### config.mk
export PLATFORM = sky130hd
export DESIGN_NAME = store_rmw_unit_flat
export DESIGN_NICKNAME = d
export VERILOG_FILES = /design/src/rtl/mem_pkg.sv /design/src/rtl/store_rmw_unit_if.sv /design/src/rtl/store_lane_merge.sv /design/src/rtl/store_rmw_unit.sv /design/src/flat_wrapper.sv
export SDC_FILE = /design/constraint.sdc
export NUM_CORES = 1
export LEC_CHECK = 0
export CAP_MARGIN = 40
export CORE_MARGIN = 5
export CORE_UTILIZATION = 49
export DETAILED_ROUTE_END_ITERATION = 7
export GPL_ROUTABILITY_DRIVEN = 0
export PLACE_DENSITY = 0.86
export SYNTH_ARGS = -nofsm -noshare
export SYNTH_HDL_FRONTEND = slang
export SYNTH_SLANG_ARGS = --single-unit
### constraint.sdc
create_clock -name clk -period 3.2 [get_ports clk]
set_clock_uncertainty 0.15 [all_clocks]
set_input_delay 0.64 -clock clk [delete_from_list [all_inputs] [get_ports clk]]
set_output_delay 0.64 -clock clk [all_outputs]
set_load 0.01 [all_outputs]
### src/rtl/mem_pkg.sv
// Shared store-path definitions: store type codes, RMW FSM states and alignment check.
package mem_pkg;

    localparam int unsigned DATA_W = 32;

    localparam logic [1:0] STORE_SB  = 2'd0;
    localparam logic [1:0] STORE_SH  = 2'd1;
    localparam logic [1:0] STORE_SW  = 2'd2;
    localparam logic [1:0] STORE_RSV = 2'd3;

    typedef enum logic [1:0] {
        IDLE  = 2'd0,
        READ  = 2'd1,
        WRITE = 2'd2,
        DONE  = 2'd3
    } rmw_state_t;

    // A store is dropped if its type is reserved or its address is not naturally aligned.
    function automatic logic store_bad(input logic [1:0] typ, input logic [1:0] lane);
        logic bad;
        bad = 1'b0;
        case (typ)
            STORE_SH: bad = lane[0];
            STORE_SW: bad = (lane != 2'b00);
            STORE_RSV: bad = 1'b1;
            default:  bad = 1'b0;
        endcase
        return bad;
    endfunction

endpackage

### src/rtl/store_rmw_unit_if.sv
// Request handshake from the MEM stage and the single-port data-memory bus.
interface store_rmw_unit_if #(
    parameter int unsigned ADDR_W = 32
);
    logic              req_valid;
    logic              req_ready;
    logic [1:0]        req_type;
    logic [ADDR_W-1:0] req_addr;
    logic [31:0]       req_wdata;
    logic [ADDR_W-1:0] mem_addr;
    logic              mem_re;
    logic              mem_we;
    logic [31:0]       mem_wdata;
    logic [31:0]       mem_rdata;
    logic              mem_ack;
    logic              done;
    logic              err;

    // Store unit side.
    modport slave (
        input  req_valid, req_type, req_addr, req_wdata, mem_rdata, mem_ack,
        output req_ready, mem_addr, mem_re, mem_we, mem_wdata, done, err
    );

    // Pipeline plus memory side.
    modport master (
        output req_valid, req_type, req_addr, req_wdata, mem_rdata, mem_ack,
        input  req_ready, mem_addr, mem_re, mem_we, mem_wdata, done, err
    );
endinterface

### src/rtl/store_lane_merge.sv
// Merges a byte/halfword/word store into the old memory word, little-endian lanes.
module store_lane_merge
    import mem_pkg::*;
(
    input  logic [1:0]  typ,
    input  logic [1:0]  lane,
    input  logic [31:0] wdata,
    input  logic [31:0] old,
    output logic [31:0] merged_c
);

    // Replace only the lanes covered by the store; untouched lanes keep the old data.
    always_comb begin
        merged_c = old;
        case (typ)
            STORE_SB: begin
                case (lane)
                    2'd0:    merged_c[7:0]   = wdata[7:0];
                    2'd1:    merged_c[15:8]  = wdata[7:0];
                    2'd2:    merged_c[23:16] = wdata[7:0];
                    default: merged_c[31:24] = wdata[7:0];
                endcase
            end
            STORE_SH: begin
                if (lane[1]) merged_c[31:16] = wdata[15:0];
                else         merged_c[15:0]  = wdata[15:0];
            end
            STORE_SW: merged_c = wdata;
            default:  merged_c = old;
        endcase
    end

endmodule

### src/rtl/store_rmw_unit.sv
// Sequential store engine: SW writes directly, SB/SH read-merge-write the enclosing word.
module store_rmw_unit
    import mem_pkg::*;
#(
    parameter int unsigned ADDR_W = 32
) (
    input  logic            clk,
    input  logic            rst,
    store_rmw_unit_if.slave bus
);

    rmw_state_t  state;
    rmw_state_t  state_n;
    logic [1:0]  lat_type;
    logic [1:0]  lat_lane;
    logic [31:0] lat_wdata;
    logic [31:0] merged_c;
    logic        accept_c;
    logic        bad_c;

    assign accept_c = bus.req_valid && (state == IDLE);
    assign bad_c    = store_bad(bus.req_type, bus.req_addr[1:0]);

    store_lane_merge u_merge (
        .typ      (lat_type),
        .lane     (lat_lane),
        .wdata    (lat_wdata),
        .old      (bus.mem_rdata),
        .merged_c (merged_c)
    );

    // State register.
    always_ff @(posedge clk) begin
        if (rst) state <= IDLE;
        else     state <= state_n;
    end

    // Next-state logic; memory acks outside READ/WRITE are ignored.
    always_comb begin
        state_n = state;
        case (state)
            IDLE: begin
                if (accept_c) begin
                    if (bad_c)                          state_n = DONE;
                    else if (bus.req_type == STORE_SW)  state_n = WRITE;
                    else                                state_n = READ;
                end
            end
            READ:    if (bus.mem_ack) state_n = WRITE;
            WRITE:   if (bus.mem_ack) state_n = DONE;
            default: state_n = IDLE;
        endcase
    end

    // Registered outputs decoded from the next state, plus request latch and write-word register.
    always_ff @(posedge clk) begin
        if (rst) begin
            bus.req_ready <= 1'b1;
            bus.mem_re    <= 1'b0;
            bus.mem_we    <= 1'b0;
            bus.mem_addr  <= '0;
            bus.mem_wdata <= '0;
            bus.done      <= 1'b0;
            bus.err       <= 1'b0;
            lat_type      <= STORE_SB;
            lat_lane      <= 2'b00;
            lat_wdata     <= '0;
        end else begin
            bus.req_ready <= (state_n == IDLE);
            bus.mem_re    <= (state_n == READ);
            bus.mem_we    <= (state_n == WRITE);
            bus.done      <= (state_n == DONE);
            if (accept_c) begin
                lat_type     <= bus.req_type;
                lat_lane     <= bus.req_addr[1:0];
                lat_wdata    <= bus.req_wdata;
                bus.mem_addr <= {bus.req_addr[ADDR_W-1:2], 2'b00};
                bus.err      <= bad_c;
                if (bus.req_type == STORE_SW) bus.mem_wdata <= bus.req_wdata;
            end else if (state_n != DONE) begin
                bus.err <= 1'b0;
            end
            if ((state == READ) && bus.mem_ack) bus.mem_wdata <= merged_c;
        end
    end

endmodule

### src/flat_wrapper.sv
// flat-port wrapper written by rule: the top's interface ports become plain ports
module store_rmw_unit_flat import mem_pkg::*;
#(
    parameter int unsigned ADDR_W = 32
)
  (clk, rst, bus_req_valid, bus_req_type, bus_req_addr, bus_req_wdata, bus_mem_rdata, bus_mem_ack, bus_req_ready, bus_mem_addr, bus_mem_re, bus_mem_we, bus_mem_wdata, bus_done, bus_err);
  store_rmw_unit_if #(.ADDR_W(ADDR_W)) bus_i ();
  input  logic clk;
  input  logic rst;
  input wire logic [$bits(bus_i.req_valid)-1:0] bus_req_valid;
  input wire logic [$bits(bus_i.req_type)-1:0] bus_req_type;
  input wire logic [$bits(bus_i.req_addr)-1:0] bus_req_addr;
  input wire logic [$bits(bus_i.req_wdata)-1:0] bus_req_wdata;
  input wire logic [$bits(bus_i.mem_rdata)-1:0] bus_mem_rdata;
  input wire logic [$bits(bus_i.mem_ack)-1:0] bus_mem_ack;
  output wire logic [$bits(bus_i.req_ready)-1:0] bus_req_ready;
  output wire logic [$bits(bus_i.mem_addr)-1:0] bus_mem_addr;
  output wire logic [$bits(bus_i.mem_re)-1:0] bus_mem_re;
  output wire logic [$bits(bus_i.mem_we)-1:0] bus_mem_we;
  output wire logic [$bits(bus_i.mem_wdata)-1:0] bus_mem_wdata;
  output wire logic [$bits(bus_i.done)-1:0] bus_done;
  output wire logic [$bits(bus_i.err)-1:0] bus_err;
  assign bus_i.req_valid = bus_req_valid;
  assign bus_i.req_type = bus_req_type;
  assign bus_i.req_addr = bus_req_addr;
  assign bus_i.req_wdata = bus_req_wdata;
  assign bus_i.mem_rdata = bus_mem_rdata;
  assign bus_i.mem_ack = bus_mem_ack;
  assign bus_req_ready = bus_i.req_ready;
  assign bus_mem_addr = bus_i.mem_addr;
  assign bus_mem_re = bus_i.mem_re;
  assign bus_mem_we = bus_i.mem_we;
  assign bus_mem_wdata = bus_i.mem_wdata;
  assign bus_done = bus_i.done;
  assign bus_err = bus_i.err;
  store_rmw_unit #(.ADDR_W(ADDR_W)) u_core (.clk(clk), .rst(rst), .bus(bus_i));
endmodule
Yosys cells after proc, flatten, opt, wreduce, memory -nomap -nowiden
Cells that the tools add are included.
{"block": "word_totals", "register_bits": 105, "wordCells": 55}
{"block": "op_classes", "n_mux": 19, "eq_ne": 13, "n_reduce_logical": 12}
{"cell": "$mux 32", "n": 3}
{"cell": "$pmux 32 s3", "n": 1}
{"cell": "$mux 16", "n": 2}
{"cell": "$mux 8", "n": 4}
{"cell": "$eq 2x2->1 const B", "n": 7}
{"cell": "$eq 2x1->1 const B", "n": 5}
{"cell": "$mux 2", "n": 5}
{"cell": "$logic_not 2->1", "n": 4}
{"cell": "$reduce_bool 2->1", "n": 4}
{"cell": "$pmux 2 s3", "n": 1}
{"cell": "$pmux 1 s3", "n": 1}
{"cell": "$reduce_or 3->1", "n": 1}
{"cell": "$logic_and 1x1->1", "n": 2}
{"cell": "$mux 1", "n": 2}
{"cell": "$ne 2x2->1 const B", "n": 1}
{"cell": "$reduce_and 2->1", "n": 1}

Logic depth before layout (Yosys ltp)
Gate-level depths: netlist (run 1).
{"block": "logic_depth", "word_depth": 8, "depth_mapped": 6}

Modules after synthesis
From an unflattened synthesis (run 1), not the netlist that was laid out.
{"block": "hier_totals", "cells_unflattened": 637, "hier_area_um2": 4987.3}
{"mod": "store_rmw_unit", "cells_per_inst": 510, "area_each_um2": 3993.8, "seq_area_each_um2": 2102.0, "n_inst": 1}
{"mod": "store_lane_merge", "cells_per_inst": 127, "area_each_um2": 993.5, "seq_area_each_um2": 0.0, "n_inst": 1}

Least setup slack after synthesis (run 1)
OpenSTA, ideal clock, no wires.
{"block": "synth_timing", "path_type": "input to register", "start": "input bus_req_addr[1]", "end": "register u_core.bus.done", "setup_time_ps": 114, "setup_slack_ps": 1297, "stages": 4, "t_required_ps": 2936, "arrival_ps": 1638, "cell_sequence": "or4b_2 > nand2_1 > a211oi_1 > and2b_1"}
{"block": "synth_between", "elab_chain_len": 6}
{"element": "start: declaration", "line_no": "flat_wrapper.sv:12", "source": "input wire logic [$bits(bus_i.req_addr)-1:0] bus_req_addr;"}
{"element": "$reduce_bool 2->1", "line_no": "mem_pkg.sv:24", "source": "STORE_SW: bad = (lane != 2'b00);"}
{"element": "$pmux 1 s3", "line_no": "mem_pkg.sv:22", "source": "case (typ)"}
{"element": "$mux 2", "line_no": "store_rmw_unit.sv:44", "source": "if (bad_c) state_n = DONE;"}
{"element": "$mux 2", "line_no": "store_rmw_unit.sv:43", "source": "if (accept_c) begin"}
{"element": "$pmux 2 s3", "line_no": "store_rmw_unit.sv:41", "source": "case (state)"}
{"element": "$eq 2x2->1", "line_no": "store_rmw_unit.sv:72", "source": "bus.done <= (state_n == DONE);"}
{"element": "end signal: assignment", "line_no": "store_rmw_unit.sv:72"}
{"element": "end: declaration", "line_no": "store_rmw_unit_if.sv:22", "source": "output req_ready, mem_addr, mem_re, mem_we, mem_wdata, done, err"}
No other way between the ends.
A chain may end at the register's enable or synchronous reset.

Worst setup path in the final report (run 1)
{"block": "layout_timing", "start": "register u_core.lat_type[1]", "end": "register u_core.bus.mem_wdata[0]"}
{"block": "layout_between", "elab_chain_len": 3}
{"element": "start: declaration", "line_no": "store_rmw_unit.sv:14", "source": "logic [1:0] lat_type;"}
{"element": "start signal: assignment", "line_no": "store_rmw_unit.sv:74", "source": "lat_type <= bus.req_type;"}
{"element": "$eq 2x2->1 (tied with other cells)", "line_no": "store_lane_merge.sv:15", "source": "case (typ)"}
{"element": "$pmux 32 s3 *", "line_no": "store_lane_merge.sv:15"}
{"element": "$mux 32 *", "line_no": "store_rmw_unit.sv:83", "source": "if ((state == READ) && bus.mem_ack) bus.mem_wdata <= merged_c;"}
{"element": "end signal: assignment", "line_no": "store_rmw_unit.sv:79", "source": "if (bus.req_type == STORE_SW) bus.mem_wdata <= bus.req_wdata;"}
{"element": "end signal: assignment", "line_no": "store_rmw_unit.sv:83"}
{"element": "end: declaration", "line_no": "store_rmw_unit_if.sv:22"}
Mark *: on every way between the ends. The rest lies on a longest branch, timed or not.

==> impl_metrics.yaml, run 1 <==
timing:
  timing.slew.headroom_pct: 49.8
  setup_ws_ps: 773
  worst_pin_slew_ps: 752
  final.hold.worst_slack_ps: 309
  max_freq_mhz: 412
  setup-violations-final: 0
  final_max_slew_viols: 0
  hold_violations: 0
  period_minus_slack_ps: 2430
  setup_tns_ps: 0
  unrepaired_setup_endpoints_after_global_routing: "false"
  final_min_period_over_clock_period_pct: 75.8
pwr:
  share_clk_of_total_power_pct: 28.0
  ir_worst_vdd_mv: 0.245
  sw_frac_of_total_pct: 29.9
  p_comb_share_pct: 25.7
  switchingPower_mw: 0.988
  total_power_mw: 3.31
  power.share.sequential_pct: 46.3
  cell_internal_pwr_mw: 2.32
  power_density_nw_per_um2: 491
  p_leak_nw: 2.52
cts:
  clock_sink_count: 105
  post_cts_buffers: 0
  cts_hold_buffers: 0
  clock_tree.htree_level_count: 3
  post_cts.resized_instances: 0
  clkTransAtPathRegs_ps: 100
  clock-root-buffer: "clkbuf_8"
  cts_inserted_buffers: 9
  clock_insertion_delay_worst_skew_ps: 370
  clockBufferDepth: 2
  tritoncts: "done"
final_layout:
  post_route_cells_drive_above_1_share_pct: 7.10
  post_route_standard_cell_area_excluding_fillers_sq_um: 6730
  layout.nets: 829
  fillCellCount: 796
  final_cell_count_no_fill: 865
  antenna-diode-count: 0
  final_util_pct: 69.8
  synthToLayoutAreaGrowth_pct: 40.8
floorplanning:
  row_count: 36
  dieArea_sq_um: 11800
  initial_utilization_pct: 49.6
  core_region_area_sq_um: 9640
  design.portCount: 171
  floorplan.die.height_microns: 109
  die_w_microns: 109
global_route:
  grt_antenna_before_repair: 0
  grt_overflow_total: 0
  largest_net_degree_at_the_start_of_global_routing: 59
  global_route_wire_length_before_repair_microns: 23600
  grt_pass1_vias: 4806
  globalRouteTotalUtil_pct: 24.9
critical_path:
  worst-endpoint-arrival_ps: 2540
  endpoint_kind: "flip-flop"
  setup.worst_path.start_class: "flip-flop"
  crit_required_ps: 3310
  path_max_fanout: 23
  timing_worst_setup_path_type: "reg -> reg"
synth:
  synth-edff-count: 0
  syn_inst: 586
  synth.yosys.warnings: 0
  yosys_register_bits: 105
  primary_flip_flop_cell_chosen_by_synthesis_mapping: "dfxtp_1"
  portion_of_synthesized_cell_area_occupied_by_the_leading_cell_type_pct: 44.0
  synth_sequential_area_ratio_pct: 44.0
  netlist.top_cell.by_area: "dfxtp_1"
  synth.top_cells.by_area: "dfxtp_1 44%, nand2_1 14%, a21oi_1 8.7%"
  synthMostInstantiatedCell: "nand2_1"
  synth-async-reset-ratio_pct: 0
  synth_top_cells_by_count: "184 x nand2_1, 105 x dfxtp_1, 83 x a21oi_1"
  avgSynthCellArea_sq_um: 8.16
  synth_cell_types: 44
  synth_area_sq_um: 4780
placement:
  dp_hpwl_microns: 10800
  port-buffer-count: 168
  detailed_place.area_sq_um: 6510
  dp_slack_ps: 424
  place.detailed.instances: 849
drt:
  detailedRoute.firstIterationViolations: 355
  post-route-drc-count: 0
  avgRoutedWirePerCell_microns: 17.4
  totalWireLength_microns: 15000
  vias_per_cell: 5.66
  vias: 4900
  detail_route.first_pass.iterations: 5
  route.antenna.remaining_nets: 0
flow_run:
  maxCapViolations: 0
run_status:
  run_status: "finished clean"
min_path:
  worst_min_delay_path_category: "reg -> reg"
## flip-flops by register name, indices dropped and copies added (netlist names)
name                  cells
u_core.bus.done           1
u_core.bus.err            1
u_core.bus.mem_addr      30
u_core.bus.mem_re         1
u_core.bus.mem_wdata     32
u_core.bus.mem_we         1
u_core.bus.req_ready      1
u_core.lat_lane           2
u_core.lat_type           2
u_core.lat_wdata         32
u_core.state              2
## worst paths after layout
kind / depth (start not counted) / startpoint / slack (ps) / to
worst min-delay path: 2 / u_core.lat_wdata[22] / 310 / u_core.lat_wdata[22]
worst max register to register: 4 / u_core.lat_type[1] / 770 / u_core.bus.mem_wdata[0]
worst max-delay path: 4 / u_core.lat_type[1] / 770 / u_core.bus.mem_wdata[0]
worst min register to register: 2 / u_core.lat_wdata[22] / 310 / u_core.lat_wdata[22]
## worst max-delay path, stage by stage (launching register included)
cell and delay, ps:
dfxtp_1 820, nor2_1 200, a21oi_2 480, mux2_2 390, a311oi_1 270
## metal layers
metal | GRT usage, % | routed length (microns)
met1 | 29.6 | 5780
met2 | 42.4 | 7260
met3 | 7.22 | 1600
met4 | 9.92 | 384
met5 | 0 | 0
## cells by family after synthesis
family          synth area share [%]
other cells                   0.0785
buf+inv                         5.03
simple gates                    19.7
compound gates                  23.8
flops                           44.0
mux                             7.38
## power groups by stage
stage	sequential, mW	clock (mW)	combinational (mW)
floorplan	1.57	0	0.406
global placement	1.55	0	0.825
detailed placement	1.56	0	0.846
CTS	1.53	0.938	0.852
global route	1.55	0.991	0.922
finish	1.53	0.926	0.851
## cell type report
cell class | count | area, sq um | area share [%]
clock buffer | 9 | 124 | 1.84
clock inverter | 7 | 98.8 | 1.47
inverter | 1 | 3.75 | 0.0558
multi-input combinational | 431 | 2450 | 36.4
sequential | 105 | 2100 | 31.2
tap | 133 | 166 | 2.47
timing repair buffer | 179 | 1780 | 26.5
## placed cells by master, fill, tap and decap left out, drive strengths merged, types with 2 or more instances in the layout
cell type | Yosys | routed
nand2b | 10 | 10
and2 | 3 | 3
nand2 | 186 | 186
o21ai | 16 | 16
a311oi | 8 | 8
nor3b | 2 | 2
a211oi | 3 | 3
nor3 | 2 | 2
inv | 1 | 4
a2bb2oi | 8 | 8
a221oi | 17 | 17
a21oi | 84 | 84
o311a | 8 | 8
mux2 | 10 | 10
nor2 | 12 | 12
buf | 26 | 12
a32oi | 8 | 8
o211ai | 8 | 8
dfxtp | 105 | 105
nor2b | 2 | 2
clkdlybuf4s50 | 0 | 167
bufinv | 0 | 2
o22ai | 8 | 8
clkbuf | 24 | 9
mux2i | 24 | 24
conb | 1 | 2
Power figures use the tool's default switching activity.
==> inputs of run 2 (changes only) <==
--- a/config.mk
+++ b/config.mk
@@ -7,10 +7,10 @@
 export LEC_CHECK = 0
 export CAP_MARGIN = 40
 export CORE_MARGIN = 5
-export CORE_UTILIZATION = 49
+export CORE_UTILIZATION = 45
 export DETAILED_ROUTE_END_ITERATION = 7
 export GPL_ROUTABILITY_DRIVEN = 0
-export PLACE_DENSITY = 0.86
+export PLACE_DENSITY = 0.8
 export SYNTH_ARGS = -nofsm -noshare
 export SYNTH_HDL_FRONTEND = slang
 export SYNTH_SLANG_ARGS = --single-unit
==> constraint.sdc (replaced) <==
create_clock -name clk -period 2.35 [get_ports clk]
set_clock_uncertainty 0.15 [all_clocks]
set_input_delay 0.47 -clock clk [delete_from_list [all_inputs] [get_ports clk]]
set_output_delay 0.47 -clock clk [all_outputs]
set_load 0.01 [all_outputs]
==> run 2 against run 1 <==
- count of clock-buffer cells in the layout unchanged
- setup slack got worse by 430 ps
- non-clock buffer count is 8 higher
- die area grew 8.1%
- first-iteration DRC count shrank 20%
- core utilization shrank 4.5 points
- sequential power increased by 35%
- sequential cell count unchanged
- via count is 2.3% lower
- clock power increased by 9%
- global-route usage decreased by 2.6 points
- routed wire length is 1.9% lower
- largest cell class unchanged
- largest power group unchanged
==> impl_metrics.yaml, run 2 (same netlist as run 1, synthesis figures left out) <==
timing:
  max_freq_mhz: 499
  setup_tns_ps: 0
  timing.slew.headroom_pct: 57.6
  setup_ws_ps: 347
  setup-violations-final: 0
  hold_violations: 0
  period_minus_slack_ps: 2000
  final_max_slew_viols: 0
  unrepaired_setup_endpoints_after_global_routing: "false"
  final_min_period_over_clock_period_pct: 85.2
  worst_pin_slew_ps: 635
  final.hold.worst_slack_ps: 306
global_route:
  globalRouteTotalUtil_pct: 22.3
  largest_net_degree_at_the_start_of_global_routing: 59
  grt_overflow_total: 0
  grt_antenna_before_repair: 0
  global_route_wire_length_before_repair_microns: 23400
  grt_pass1_vias: 4743
final_layout:
  synthToLayoutAreaGrowth_pct: 41.0
  ff_latch_area_sq_um: 2100
  antenna-diode-count: 0
  highest_count_cells_in_the_layout_ignoring_fill_and_taps: "183 x nand2_1, 167 x clkdlybuf4s50_1, 105 x dfxtp_1, 83 x a21oi_1, 24 x mux2i_1"
  fillCellCount: 880
  mostFrequentLayoutCell: "nand2_1"
  final_util_pct: 65.3
  post_route_standard_cell_area_excluding_fillers_sq_um: 6740
  multi_input_comb_area_sq_um: 2450
  layout.nets: 837
  final_cell_count_no_fill: 874
  largest_registers_in_the_final_layout: "u_core.bus.mem_wdata (32), u_core.lat_wdata (32), u_core.bus.mem_addr (30)"
  post_route_cells_drive_above_1_share_pct: 7.86
cts:
  cts_inserted_buffers: 9
  clockBufferDepth: 2
  tritoncts: "done"
  clock_insertion_delay_worst_skew_ps: 360
  post_cts_buffers: 0
  clkTransAtPathRegs_ps: 100
  clock_sink_count: 105
  clock_tree.htree_level_count: 3
  cts_hold_buffers: 0
  clock-root-buffer: "clkbuf_8"
  post_cts.resized_instances: 0
critical_path:
  worst_r2r_endpoint: "u_core.bus.mem_wdata[7]"
  path_max_fanout: 8
  timing_worst_setup_path_type: "reg -> reg"
  crit_required_ps: 2460
  timing.reg2reg.setup_slack_ps: 350
  worstReg2RegStart: "u_core.lat_lane[0]"
  endpoint_kind: "flip-flop"
  setup.worst_path.start_class: "flip-flop"
  timing.reg2reg.worst_path_depth: 4
  worst-endpoint-arrival_ps: 2120
floorplanning:
  die_w_microns: 113
  dieArea_sq_um: 12800
  row_count: 37
  core_region_area_sq_um: 10300
  initial_utilization_pct: 46.3
  floorplan.die.height_microns: 113
  design.portCount: 171
drt:
  vias_per_cell: 5.48
  post-route-drc-count: 0
  avgRoutedWirePerCell_microns: 16.9
  route.antenna.remaining_nets: 0
  vias: 4788
  detailedRoute.firstIterationViolations: 283
  detail_route.first_pass.iterations: 5
  totalWireLength_microns: 14700
run_status:
  run_status: "finished clean"
pwr:
  p_leak_nw: 2.53
  p_comb_share_pct: 27.6
  total_power_mw: 4.26
  power_density_nw_per_um2: 632
  sw_frac_of_total_pct: 30.8
  share_clk_of_total_power_pct: 23.7
  cell_internal_pwr_mw: 2.94
  ir_worst_vdd_mv: 0.410
  switchingPower_mw: 1.31
  power.share.sequential_pct: 48.6
min_path:
  worst_min_delay_path_category: "reg -> reg"
  hp-start: "u_core.lat_wdata[24]"
  min_to: "u_core.lat_wdata[24]"
  whs_path_depth: 2
placement:
  place.detailed.instances: 860
  detailed_place.area_sq_um: 6570
  port-buffer-count: 168
  dp_hpwl_microns: 10800
  dp_slack_ps: 21.4
flow_run:
  maxCapViolations: 0
-- run 2: final cells by class --
class / count / area share [%]
Sequential cell: 105 / 31.2
Tap cell: 136 / 2.53
Clock buffer: 9 / 1.84
Timing Repair Buffer: 187 / 27.4
Inverter: 1 / 0.0557
Multi-Input combinational cell: 431 / 36.4
Clock inverter: 5 / 0.631
-- run 2: how the worst max path moves through the flow --
stage                             startpoint                        to  slack [ps]  depth (start not counted)
after floorplan              bus_req_addr[1]           u_core.bus.done         620                          4
after global placement         bus_req_valid  u_core.bus.mem_wdata[18]          80                          5
after detailed placement       bus_req_valid   u_core.bus.mem_wdata[7]          20                          5
after CTS                 u_core.lat_lane[0]   u_core.bus.mem_wdata[5]         360                          4
after global routing           bus_req_valid  u_core.bus.mem_wdata[19]         250                          5
final                     u_core.lat_lane[0]   u_core.bus.mem_wdata[7]         350                          4
-- run 2: routing by layer --
layer	track usage (%)	vias up	wire length, microns
li1	-	2345	-
met1	28.5	2228	6410
met2	37.6	200	6890
met3	6.26	15	1270
met4	4.97	0	165
met5	0	-	0
-- run 2: critical path, cell delays in order (launching register included) --
cell and delay [ps]:
dfxtp_1 450, nand2b_1 170, a21oi_2 490, mux2_2 410
a311oi_1 260
-- run 2: power groups by stage --
| stage | Clock (mW) | Sequential (mW) | Combinational, mW |
|---|---|---|---|
| 2_1_floorplan | 0 | 2.14 | 0.553 |
| 3_3_place_gp | 0 | 2.10 | 1.15 |
| 3_5_place_dp | 0 | 2.11 | 1.18 |
| 4_1_cts | 1.04 | 2.07 | 1.18 |
| 5_1_grt | 1.11 | 2.09 | 1.27 |
| 6_report | 1.01 | 2.07 | 1.18 |
==> inputs of run 3 (changes only) <==
--- a/config.mk
+++ b/config.mk
@@ -7,10 +7,11 @@
 export LEC_CHECK = 0
 export CAP_MARGIN = 40
 export CORE_MARGIN = 5
-export CORE_UTILIZATION = 45
+export CORE_UTILIZATION = 40
 export DETAILED_ROUTE_END_ITERATION = 7
 export GPL_ROUTABILITY_DRIVEN = 0
-export PLACE_DENSITY = 0.8
+export PLACE_DENSITY = 0.73
+export SETUP_SLACK_MARGIN = 0.05
 export SYNTH_ARGS = -nofsm -noshare
 export SYNTH_HDL_FRONTEND = slang
 export SYNTH_SLANG_ARGS = --single-unit
==> run 3 against run 2 <==
- critical path depth rose by 1
- register-to-register slack barely moved
- cell count rose by 2.3%
- routed wire length rose by 3.9%
- largest cell class unchanged
- sequential share of layout area fell by 0.96 points
- power rose by 15%
- clock power rose by 60%
- sequential power barely moved
- non-clock buffer count rose by 8
- combinational power barely moved
- core utilization fell by 6.7 points
- count of clock-buffer cells in the layout rose by 1
==> impl_metrics.yaml, run 3 (same netlist as run 1, synthesis figures left out) <==
pwr:
  p_comb_share_pct: 24.2
  switchingPower_mw: 1.36
  power_density_nw_per_um2: 703
  p_leak_nw: 2.64
  cell_internal_pwr_mw: 3.52
  share_clk_of_total_power_pct: 33.2
  sw_frac_of_total_pct: 27.9
  total_power_mw: 4.88
  power.share.sequential_pct: 42.6
  ir_worst_vdd_mv: 0.371
drt:
  totalWireLength_microns: 15300
  vias: 4851
  avgRoutedWirePerCell_microns: 17.1
  detail_route.first_pass.iterations: 5
  post-route-drc-count: 0
  route.antenna.remaining_nets: 0
  detailedRoute.firstIterationViolations: 314
  vias_per_cell: 5.43
floorplanning:
  initial_utilization_pct: 40.3
  core_region_area_sq_um: 11900
  die_w_microns: 119
  row_count: 40
  design.portCount: 171
  dieArea_sq_um: 14200
  floorplan.die.height_microns: 119
timing:
  setup-violations-final: 0
  unrepaired_setup_endpoints_after_global_routing: "false"
  hold_violations: 0
  setup_ws_ps: 326
  timing.slew.headroom_pct: 61.1
  final_min_period_over_clock_period_pct: 86.1
  worst_pin_slew_ps: 583
  period_minus_slack_ps: 2020
  final_max_slew_viols: 0
  max_freq_mhz: 494
cts:
  post_cts.resized_instances: 0
  clock_insertion_delay_worst_skew_ps: 350
  cts_hold_buffers: 0
  clock_tree.htree_level_count: 3
  clock-root-buffer: "clkbuf_16"
  post_cts_buffers: 0
  cts_inserted_buffers: 9
  clkTransAtPathRegs_ps: 70
  clock_sink_count: 105
  clockBufferDepth: 2
  tritoncts: "done"
run_status:
  run_status: "finished clean"
placement:
  detailed_place.area_sq_um: 6630
  place.detailed.instances: 879
  dp_hpwl_microns: 11200
  dp_slack_ps: -43.4
  port-buffer-count: 168
global_route:
  grt_antenna_before_repair: 0
  global_route_wire_length_before_repair_microns: 24300
  globalRouteTotalUtil_pct: 21.0
  grt_overflow_total: 0
  grt_pass1_vias: 4915
  largest_net_degree_at_the_start_of_global_routing: 46
critical_path:
  path_max_fanout: 17
  timing_worst_setup_path_type: "in -> reg"
  crit_required_ps: 2440
  endpoint_kind: "flip-flop"
  setup.worst_path.start_class: "input port"
  worst-endpoint-arrival_ps: 2120
final_layout:
  fillCellCount: 1059
  multi_input_comb_area_sq_um: 2450
  post_route_cells_drive_above_1_share_pct: 8.97
  highest_count_cells_in_the_layout_ignoring_fill_and_taps: "183 x nand2_1, 167 x clkdlybuf4s50_1, 105 x dfxtp_1, 83 x a21oi_1, 27 x buf_4"
  ff_latch_area_sq_um: 2100
  layout.nets: 845
  mostFrequentLayoutCell: "nand2_1"
  final_cell_count_no_fill: 894
  antenna-diode-count: 0
  synthToLayoutAreaGrowth_pct: 45.5
  largest_registers_in_the_final_layout: "u_core.bus.mem_wdata (32), u_core.lat_wdata (32), u_core.bus.mem_addr (30)"
  final_util_pct: 58.6
  post_route_standard_cell_area_excluding_fillers_sq_um: 6950
flow_run:
  maxCapViolations: 0
min_path:
  worst_min_delay_path_category: "reg -> reg"
## run 3: cell count changes in the layout (fill, tap and decap cells not counted), sizes merged
cell,change
buf,+8
bufinv,+2
inv,-2
clkbuf,+1
clkinv,+1
clkinvlp,-1
## run 3: power groups by stage
stage / Clock (mW) / Combinational [mW] / Sequential (mW)
floorplan: 0 / 0.553 / 2.14
global placement: 0 / 1.16 / 2.11
detailed placement: 0 / 1.18 / 2.12
CTS: 1.66 / 1.19 / 2.08
global route: 1.72 / 1.28 / 2.10
finish: 1.62 / 1.18 / 2.08
## run 3: worst max-delay path: stages
cell	delay, ps
clkdlybuf4s50_1	550
nor3b_4	320
and2_4	370
mux2i_1	120
a221oi_1	290
## run 3: path summary, 6_finish.rpt
kind | start | end | slack [ps] | cells past startpoint
max | bus_req_valid | u_core.bus.mem_wdata[19] | 330 | 5
min | u_core.bus.mem_addr[9] | u_core.bus.mem_addr[9] | 300 | 2
max reg2reg | u_core.lat_type[0] | u_core.bus.mem_wdata[7] | 350 | 4
min reg2reg | u_core.bus.mem_addr[9] | u_core.bus.mem_addr[9] | 300 | 2
## run 3: through the flow
step	setup TNS, ps	hold slack (ps)
after floorplan	0	283
after global placement	0	290
after detailed placement	-85.8	296
after CTS	0	306
after global routing	0	325
final	0	303
## run 3: area by class of cell
class	instances	area share (%)
multi-input cells	431	35.2
flip-flops and latches	105	30.2
repair buffers	195	27.2
clock buffers	10	3.44
well taps	147	2.65
clock inverters	5	1.15
inverters	1	0.0540
## run 3: per-layer routing
layer	up-vias	GRT usage (%)	wire length, microns
met2	166	35.4	7370
li1	2360	-	-
met4	0	9.74	424
met1	2293	24.3	6210
met5	-	0	0
met3	32	6.74	1310
